==> src/rtl/itrx_aib_phy_tap_ctrl.sv <==
// IEEE 1149.1 TAP controller for the AIB PHY JTAG path.
// Runs the 16-state TAP FSM and owns the IR, BYPASS and IDCODE registers.
// TDO is muxed among IR, BYPASS, IDCODE and the external boundary-scan chain.
// ir_latched feeds the downstream AIB private-instruction decoder.
module itrx_aib_phy_tap_ctrl #(
  parameter int unsigned                LATCHED_IR_WID = 7,
  parameter logic [31:0]                IDCODE_VAL     = 32'h0000_0001,
  parameter logic [LATCHED_IR_WID-1:0]  INST_IDCODE    = 7'b000_0001,
  parameter logic [LATCHED_IR_WID-1:0]  INST_BYPASS    = 7'b111_1111,
  parameter logic [LATCHED_IR_WID-1:0]  INST_EXTEST    = 7'b000_0000
) (
  input  logic                      tck,
  input  logic                      reset,
  input  logic                      tms,
  input  logic                      tdi,
  input  logic                      chain_tdo,
  output logic                      tdo,
  output logic                      tdo_en,
  output logic [LATCHED_IR_WID-1:0] ir_latched,
  output logic                      tlr,
  output logic                      chain_capture,
  output logic                      chain_shift,
  output logic                      chain_update
);

  typedef enum logic [3:0] {
    ST_TLR     = 4'd0,
    ST_RTI     = 4'd1,
    ST_SEL_DR  = 4'd2,
    ST_CAP_DR  = 4'd3,
    ST_SH_DR   = 4'd4,
    ST_EX1_DR  = 4'd5,
    ST_PA_DR   = 4'd6,
    ST_EX2_DR  = 4'd7,
    ST_UPD_DR  = 4'd8,
    ST_SEL_IR  = 4'd9,
    ST_CAP_IR  = 4'd10,
    ST_SH_IR   = 4'd11,
    ST_EX1_IR  = 4'd12,
    ST_PA_IR   = 4'd13,
    ST_EX2_IR  = 4'd14,
    ST_UPD_IR  = 4'd15
  } tap_state_t;

  // Capture-IR pattern: LSB=1, bit1=0, remaining bits 0.
  localparam logic [LATCHED_IR_WID-1:0] IR_CAPTURE = {{(LATCHED_IR_WID-1){1'b0}}, 1'b1};

  tap_state_t                state_r;
  tap_state_t                state_nxt_s;
  logic [LATCHED_IR_WID-1:0] ir_shift_r;
  logic [LATCHED_IR_WID-1:0] ir_shift_nxt_s;
  logic [LATCHED_IR_WID-1:0] ir_latched_r;
  logic [LATCHED_IR_WID-1:0] ir_latched_nxt_s;
  logic                      bypass_r;
  logic                      bypass_nxt_s;
  logic [31:0]               idcode_r;
  logic [31:0]               idcode_nxt_s;
  logic                      tdo_r;
  logic                      tdo_nxt_s;
  logic                      sel_idcode_s;
  logic                      sel_extest_s;

  // DR select: IDCODE and EXTEST are decoded; everything else (BYPASS and
  // the AIB private opcodes) falls through to the bypass register.
  assign sel_idcode_s = (ir_latched_r == INST_IDCODE);
  assign sel_extest_s = (ir_latched_r == INST_EXTEST) && !sel_idcode_s;

  // TAP state transitions on tms.
  always_comb begin
    state_nxt_s = state_r;
    case (state_r)
      ST_TLR:    state_nxt_s = tms ? ST_TLR    : ST_RTI;
      ST_RTI:    state_nxt_s = tms ? ST_SEL_DR : ST_RTI;
      ST_SEL_DR: state_nxt_s = tms ? ST_SEL_IR : ST_CAP_DR;
      ST_CAP_DR: state_nxt_s = tms ? ST_EX1_DR : ST_SH_DR;
      ST_SH_DR:  state_nxt_s = tms ? ST_EX1_DR : ST_SH_DR;
      ST_EX1_DR: state_nxt_s = tms ? ST_UPD_DR : ST_PA_DR;
      ST_PA_DR:  state_nxt_s = tms ? ST_EX2_DR : ST_PA_DR;
      ST_EX2_DR: state_nxt_s = tms ? ST_UPD_DR : ST_SH_DR;
      ST_UPD_DR: state_nxt_s = tms ? ST_SEL_DR : ST_RTI;
      ST_SEL_IR: state_nxt_s = tms ? ST_TLR    : ST_CAP_IR;
      ST_CAP_IR: state_nxt_s = tms ? ST_EX1_IR : ST_SH_IR;
      ST_SH_IR:  state_nxt_s = tms ? ST_EX1_IR : ST_SH_IR;
      ST_EX1_IR: state_nxt_s = tms ? ST_UPD_IR : ST_PA_IR;
      ST_PA_IR:  state_nxt_s = tms ? ST_EX2_IR : ST_PA_IR;
      ST_EX2_IR: state_nxt_s = tms ? ST_UPD_IR : ST_SH_IR;
      ST_UPD_IR: state_nxt_s = tms ? ST_SEL_DR : ST_RTI;
      default:   state_nxt_s = ST_TLR;
    endcase
  end

  // Next values of the IR, latched IR and data registers for this edge.
  always_comb begin
    ir_shift_nxt_s   = ir_shift_r;
    ir_latched_nxt_s = ir_latched_r;
    bypass_nxt_s     = bypass_r;
    idcode_nxt_s     = idcode_r;

    case (state_r)
      ST_CAP_IR: ir_shift_nxt_s = IR_CAPTURE;
      ST_SH_IR:  ir_shift_nxt_s = {tdi, ir_shift_r[LATCHED_IR_WID-1:1]};
      default:   ir_shift_nxt_s = ir_shift_r;
    endcase

    // Entering (or staying in) TLR always wins over an Update-IR copy.
    if (state_nxt_s == ST_TLR) begin
      ir_latched_nxt_s = INST_IDCODE;
    end else if (state_r == ST_UPD_IR) begin
      ir_latched_nxt_s = ir_shift_r;
    end else begin
      ir_latched_nxt_s = ir_latched_r;
    end

    if (sel_idcode_s) begin
      case (state_r)
        ST_CAP_DR: idcode_nxt_s = IDCODE_VAL;
        ST_SH_DR:  idcode_nxt_s = {tdi, idcode_r[31:1]};
        default:   idcode_nxt_s = idcode_r;
      endcase
    end else if (!sel_extest_s) begin
      case (state_r)
        ST_CAP_DR: bypass_nxt_s = 1'b0;
        ST_SH_DR:  bypass_nxt_s = tdi;
        default:   bypass_nxt_s = bypass_r;
      endcase
    end else begin
      idcode_nxt_s = idcode_r;
      bypass_nxt_s = bypass_r;
    end
  end

  // TDO source: the LSB that will be presented once the next shift state is entered.
  always_comb begin
    tdo_nxt_s = tdo_r;
    if (state_nxt_s == ST_SH_IR) begin
      tdo_nxt_s = ir_shift_nxt_s[0];
    end else if (state_nxt_s == ST_SH_DR) begin
      if (sel_extest_s) begin
        tdo_nxt_s = chain_tdo;
      end else if (sel_idcode_s) begin
        tdo_nxt_s = idcode_nxt_s[0];
      end else begin
        tdo_nxt_s = bypass_nxt_s;
      end
    end else begin
      tdo_nxt_s = tdo_r;
    end
  end

  // State and register update; reset has priority over tms.
  always_ff @(posedge tck) begin
    if (reset) begin
      state_r      <= ST_TLR;
      ir_shift_r   <= {LATCHED_IR_WID{1'b0}};
      ir_latched_r <= INST_IDCODE;
      bypass_r     <= 1'b0;
      idcode_r     <= IDCODE_VAL;
      tdo_r        <= 1'b0;
    end else begin
      state_r      <= state_nxt_s;
      ir_shift_r   <= ir_shift_nxt_s;
      ir_latched_r <= ir_latched_nxt_s;
      bypass_r     <= bypass_nxt_s;
      idcode_r     <= idcode_nxt_s;
      tdo_r        <= tdo_nxt_s;
    end
  end

  assign tdo           = tdo_r;
  assign ir_latched    = ir_latched_r;
  assign tlr           = (state_r == ST_TLR);
  assign tdo_en        = (state_r == ST_SH_IR) || (state_r == ST_SH_DR);
  assign chain_capture = (state_r == ST_CAP_DR) && sel_extest_s;
  assign chain_shift   = (state_r == ST_SH_DR)  && sel_extest_s;
  assign chain_update  = (state_r == ST_UPD_DR) && sel_extest_s;

endmodule

==> config.mk <==
export PLATFORM = sky130hd
export DESIGN_NAME = itrx_aib_phy_tap_ctrl
export DESIGN_NICKNAME = d
export VERILOG_FILES = /design/src/rtl/itrx_aib_phy_tap_ctrl.sv
export SDC_FILE = /design/constraint.sdc
export NUM_CORES = 1
export LEC_CHECK = 0
export CORE_MARGIN = 2
export CORE_UTILIZATION = 40
export DETAILED_ROUTE_END_ITERATION = 8
export PLACE_DENSITY_LB_ADDON = 0.1
export SLEW_MARGIN = 10
export SYNTH_ARGS = -nofsm -noshare
export SYNTH_HDL_FRONTEND = slang
export SYNTH_SLANG_ARGS = --single-unit
==> constraint.sdc <==
create_clock -name tck -period 3.4 [get_ports tck]
set_input_delay 0.85 -clock tck [delete_from_list [all_inputs] [get_ports tck]]
set_output_delay 0.85 -clock tck [all_outputs]
set_load 0.02 [all_outputs]
==> key figures, run 1 <==
Clocking
  • CTS tree: yes
  • Setup bufs post-CTS: 0
  • Cts bufs inserted: 5
  • CTS Sinks: 52
  • Post_cts resized: 0
  • Post-cts hold buffer count: 0
  • Clock latency on the worst-skew pair: approximately 0.30 ns
  • Worst-path clk slew: around 0.09 ns
  • Clock root cell: clkbuf_8
  • Max clock buf depth: 2
  • # H-tree levels: 2

STA
  • Layout Skew: between 0.005 and 0.006 ns
  • Slew Viols, Final: 0
  • Relative slew slack: 0.629
  • Max Clk Rate: about 330 MHz
  • Fin crit share: 0.895
  • Worst Max-Slew Pin Slew: between 0.5 and 0.6 ns
  • Final Hold Fails: 0
  • Smallest hold slack: 0.477 ns
  • Minimum clock period after layout: 3.04 ns
  • RSZ-0062 raised after global routing: no
  • Setup Viol. Count Final: 0
  • Fin Setup TNS: 0 ns

Die
  • Top Ports: 18
  • Total Die Area: between 6000 and 7000 um^2
  • Die span in x: between 70 and 80 um
  • Die Y: 77.8 um
  • Starting Density: 0.421
  • Rows: 26
  • Core area: about 5200 um^2

Global routing
  • Met1 Track Usage GR: 0.211
  • GR Util met2: 0.228
  • Met3 Use GR: 0.0349
  • Pin count of the biggest net entering global routing: 32
  • Overall Global Routing Usage: 0.150
  • GRT busiest layer: met2
  • Vias in the first global route: 1585
  • Initial antenna violation count: 0
  • First-pass GRT wire length: about 7400 um
  • Grt total ovfl: 0

Route
  • DR pass1 iterations: 5
  • Vias per cell: about 5.4
  • Drc violations: 0
  • Detailed-route wire length: 4350 um
  • DR iter-0 viols: between 150 and 200
  • Routed vias: around 1800
  • Routed wire length per instance: 13.1 um
  • Final ANT Viol Nets: 0

Yosys
  • Synth top area cells: dfxtp_1, a22oi_1, nor2_1, nand2_1, a21oi_1
  • Post-synth top cells: dfxtp_1, nor2_1, a22oi_1
  • Mapped Nets: around 260
  • Asr flop ratio synth: 0
  • Synth warn: 0
  • Synthesized flop and latch total: 52
  • Cells after Synth: 251
  • EDFF count, synth: 0
  • Distinct cells, synth: 41
  • Register area share after synthesis: 0.478
  • Netlist Area Pre-Place: ~2200 um^2
  • Most used DFF post-synth: dfxtp_1
  • Most numerous cell in the Yosys netlist: dfxtp_1
  • Yosys top cell by area: dfxtp_1
  • Mapped Avg Cell Area: about 8.7 um^2
  • Post-synth top area share: 0.478

Place
  • DP Wirelength: ~2800 um
  • Gp weighted congestion: roughly 0.73
  • IO Port Bufs: 17
  • Dpl cells: approximately 320

Pwr
  • Leak: around 0.00082 uW
  • Switch share: 0.268
  • Switching power: 297 uW
  • Int Pwr: just over 800 uW
  • Total power: 1110 uW
  • Max rail drop VDD: 0.236 mV
  • Reg power frac: 0.569
  • Gate power share: 0.110
  • Clk pwr share: 0.321
  • Pwr dens: approximately 450 nW/um^2

Final layout
  • Fin cells: 332
  • Layout cells sized above 1: 0.111
  • Diodes inserted: 0
  • Nets: 266
  • Area growth, synth to finish: 14.0%
  • Util after Layout: 0.480

Setup path
  • WP data required: between 2 and 3 ns
  • Crit end category: output pin
  • Critical path arrival: 2.19 ns
  • Critical path class: flip-flop to output pin
  • Reg2reg setup slack: around 1.5 ns
  • Startpoint types: flip-flop
  • CP max FO: 17

Flow run
  • Total of max-cap violations: 0

Status
  • Status: finished, final reports clean

Worst hold path
  • HP Class: flip-flop to flip-flop
==> final cells by class <==
class / instances / area, um^2
fill: 493 / 2690
sequential: 52 / 1040
clock buffer: 5 / 68.8
multi-input combinational: 173 / 1010
inverter: 3 / 11.3
timing repair buffer: 26 / 238
clock inverter: 3 / 21.3
tap: 70 / 87.6
==> per-stage QoR <==
stage	instance area, um^2	setup slack, ns
final	2480	0.358
after global routing	2480	0.206
after CTS	2480	0.345
after detailed placement	2390	0.705
after global placement	2390	0.730
after floorplan	2180	1.01
==> worst max-delay path, stage by stage, from the launching register on <==
cell,delay [ns]
dfxtp_1,0.68
inv_1,0.23
nor3_2,0.26
nand2b_1,0.13
clkdlybuf4s50_1,0.59
==> sequential cells by signal, summed over array words and instances (netlist names) <==
name,flops
idcode_r,32
ir_latched,7
ir_shift_r,7
state_r,4
bypass_r,1
tdo,1
==> logic make-up after synthesis <==
| group | Yosys count | share of synthesized area |
|---|---|---|
| buf+inv | 26 | 0.0557 |
| xor+xnor | 2 | 0.00805 |
| flops | 52 | 0.478 |
| simple gates | 92 | 0.210 |
| compound gates | 79 | 0.248 |
==> power groups by stage <==
stage,logic (uW),clock network [uW],registers [uW]
3_3_place_gp,123,0,644
2_1_floorplan,99.3,0,635
4_1_cts,123,371,630
6_report,122,355,630
5_1_grt,135,393,633
3_5_place_dp,122,0,644
==> worst paths after layout <==
| check | from | to | depth (start not counted) |
|---|---|---|---|
| max reg2reg | state_r[1] | idcode_r[3] | 6 |
| min reg2reg | ir_shift_r[2] | ir_latched[2] | 2 |
| max | state_r[3] | tdo_en | 4 |
| min | ir_shift_r[2] | ir_latched[2] | 2 |
==> metal layers <==
metal,vias up,share of wire,wire [um]
li1,914,-,-
met1,840,0.50,2190
met2,24,0.45,1960
met3,6,0.035,154
met4,0,0.011,48
met5,-,0,0
==> cell usage in the layout (no fill, tap or decap), types with 2 or more instances in the layout <==
cell	count
nor2_1	44
clkdlybuf4s50_1	17
dfxtp_1	52
xnor2_1	2
nor3_1	2
o21ai_0	10
or3_1	2
a21o_1	2
a31o_2	2
nand2_1	22
a31oi_1	2
nand3_1	3
clkbuf_8	5
a22oi_1	38
nor2b_1	2
buf_4	9
nand4_1	3
a21oi_1	16
nor3_2	2
inv_1	3
(Power assumes the default switching activity.)
==> run 2, diff against run 1 <==
CTS_CLUSTER_DIAMETER = 40   (was default)
GPL_TIMING_DRIVEN = 0   (was default)
==> run 2 against run 1 <==
Effect of this change:
- first-iteration DRC count shrank 17%
- setup slack got worse by 0.20 ns
- clock-buffer cell count stayed put
- register-to-register slack better by 0.16 ns
- clock power is 4% higher
- maximum frequency shrank 6.2%
- global-route usage up 1.0 points
- worst hold slack lost 0.0025 ns
- via count rose by 2.5%
- non-clock buffer count is 12 higher
- core utilization is 0.56 points higher
- critical endpoint unchanged
- largest cell class unchanged
- largest power group unchanged
==> key figures, run 2 (synthesized netlist as in run 1, its figures left out) <==
Status
  • Status: finished, final reports clean

Pwr
  • Switch share: 0.276 (+0.00764)
  • Leak: 0.000838 uW (+2.5%)
  • Gate power share: 0.120 (+0.010)
  • Switching power: 311 uW (+4.7%)
  • Int Pwr: 816 uW (+0.70%)
  • Reg power frac: 0.551 (-0.018)
  • Total power: 1130 uW (+1.8%)
  • Clk pwr share: 0.328 (+0.007)
  • Pwr dens: 449 nW/um^2 (+0.60%)
  • Max rail drop VDD: 0.211 mV (-10%)

STA
  • Relative slew slack: 0.643 (+0.0147)
  • Final Hold Fails: 0 (unchanged)
  • Layout Skew: 0.00957 ns (+0.00386 ns)
  • RSZ-0062 raised after global routing: no
  • Fin crit share: 0.954 (+0.0595)
  • Slew Viols, Final: 0 (unchanged)
  • Setup Viol. Count Final: 0 (unchanged)
  • Minimum clock period after layout: 3.24 ns (+0.202 ns)
  • Fin Setup TNS: 0 ns (unchanged)
  • Max Clk Rate: 308 MHz (-6.2%)
  • Worst Max-Slew Pin Slew: 0.535 ns (-0.0203 ns)

Die
  • Die Y: 77.8 um (unchanged)
  • Rows: 26 (unchanged)
  • Total Die Area: 6050 um^2 (unchanged)
  • Top Ports: 18 (unchanged)
  • Die span in x: 77.8 um (unchanged)
  • Core area: 5170 um^2 (unchanged)
  • Starting Density: 0.421 (unchanged)

Clocking
  • Max clock buf depth: 2 (unchanged)
  • Clock root cell: clkbuf_8
  • Clock latency on the worst-skew pair: 0.31 ns (about the same)
  • CTS tree: yes
  • Post_cts resized: 0 (unchanged)
  • CTS Sinks: 52 (unchanged)
  • Cts bufs inserted: 5 (unchanged)
  • Setup bufs post-CTS: 0 (unchanged)
  • Worst-path clk slew: 0.10 ns (about the same)
  • # H-tree levels: 2 (unchanged)
  • Post-cts hold buffer count: 0 (unchanged)

Route
  • Routed vias: 1829 (+2.5%)
  • Vias per cell: 5.32 (-1.1%)
  • DR iter-0 viols: 135 (-17%)
  • Routed wire length per instance: 13.0 um (-0.67%)
  • DR pass1 iterations: 5 (unchanged)
  • Detailed-route wire length: 4470 um (+2.9%)
  • Final ANT Viol Nets: 0 (unchanged)
  • Drc violations: 0 (unchanged)

Final layout
  • Largest reg by FF count: idcode_r
  • Diodes inserted: 0 (unchanged)
  • Layout cells sized above 1: 0.120 (+0.00975)
  • Util after Layout: 0.485 (+0.00556)
  • Nets: 278 (+4.5%)
  • Max reg flops: 32 (unchanged)
  • # fillers: 517 (+4.9%)
  • Fin cells: 344 (+3.6%)
  • Commonest non-fill, non-tap cell in the layout: dfxtp_1
  • Commonest cells after routing, fill and taps aside: dfxtp_1, nor2_1, a22oi_1
  • Area growth, synth to finish: 15.3%

Global routing
  • Vias in the first global route: 1721 (+8.6%)
  • Overall Global Routing Usage: 0.160 (+0.0102)
  • Initial antenna violation count: 0 (unchanged)
  • Grt total ovfl: 0 (unchanged)
  • Pin count of the biggest net entering global routing: 19 (-41%)
  • First-pass GRT wire length: 7850 um (+6.5%)

Setup path
  • Startpoint types: flip-flop
  • Critical path class: flip-flop to output pin
  • Critical Path Max Stage Delay: 0.60 ns (-0.08 ns)
  • WP data required: 2.55 ns (about the same)
  • Critical path arrival: 2.39 ns (+0.20 ns)
  • Cells along the critical path: buf_2, inv_1, nor3_2, nand2b_1, clkdlybuf4s50_1
  • CP max FO: 10 (-7)
  • Crit end category: output pin
  • Worst path slowest cell: clkdlybuf4s50_1

Place
  • DP Wirelength: 3070 um (+10%)
  • Gp weighted congestion: 0.818 (+12%)
  • Dpl cells: 336 (+3.7%)
  • IO Port Bufs: 15 (-2)

Flow run
  • Total of max-cap violations: 0 (unchanged)

Worst hold path
  • HP Class: flip-flop to flip-flop
-- run 2: changes by cell type in the layout (fill, tap and decap cells not counted) --
| cell | previous run | this run |
|---|---|---|
| clkinv_2 | 1 | 0 |
| inv_8 | 0 | 1 |
| clkinv_4 | 0 | 1 |
| inv_6 | 1 | 0 |
| clkdlybuf4s50_1 | 17 | 15 |
| clkbuf_1 | 0 | 10 |
| buf_4 | 9 | 3 |
| buf_2 | 0 | 10 |
-- run 2: final timing paths --
path	start	end	slack, ns	depth (start not counted)
hold reg to reg	ir_latched[4]	ir_latched[4]	0.47	2
hold / removal	ir_latched[4]	ir_latched[4]	0.47	2
setup reg to reg	state_r[0]	ir_latched[6]	1.67	5
setup / recovery	state_r[3]	tdo_en	0.16	5
-- run 2: power by group through the flow --
stage	logic [uW]	clock network, uW	registers (uW)
detailed placement	135	0	635
CTS	135	389	622
global placement	136	0	635
finish	136	370	621
floorplan	99.3	0	635
global route	151	412	623
-- run 2: worst max-delay path, delay by kind of cell (launching register included) --
| kind | cells | cell delay, ns |
|---|---|---|
| buf+inv | 3 | 1.01 |
| flops | 1 | 0.46 |
| simple gates | 2 | 0.62 |
-- run 2: per-stage QoR --
stage / hold WS, ns / cell area [um^2] / setup WS, ns
after floorplan: 0.441 / 2180 / 1.01
after global placement: 0.459 / 2410 / 0.504
after detailed placement: 0.462 / 2410 / 0.511
after CTS: 0.478 / 2510 / 0.145
after global routing: 0.505 / 2510 / 0.00552
final: 0.475 / 2510 / 0.156
-- run 2: area by class of cell --
class | instances | area [um^2] | area share
sequential | 52 | 1040 | 0.415
multi-input combinational | 173 | 1010 | 0.404
timing repair buffer | 15 | 150 | 0.0598
buffer | 23 | 110 | 0.0438
tap | 70 | 87.6 | 0.0349
clock buffer | 5 | 68.8 | 0.0274
clock inverter | 3 | 27.5 | 0.0110
inverter | 3 | 11.3 | 0.00448
-- run 2: layer usage --
layer,global-route usage,share of wire,vias up
li1,-,-,942
met1,0.228,0.52,855
met2,0.238,0.44,25
met3,0.0337,0.025,7
met4,0.0589,0.016,0
met5,0,0,-
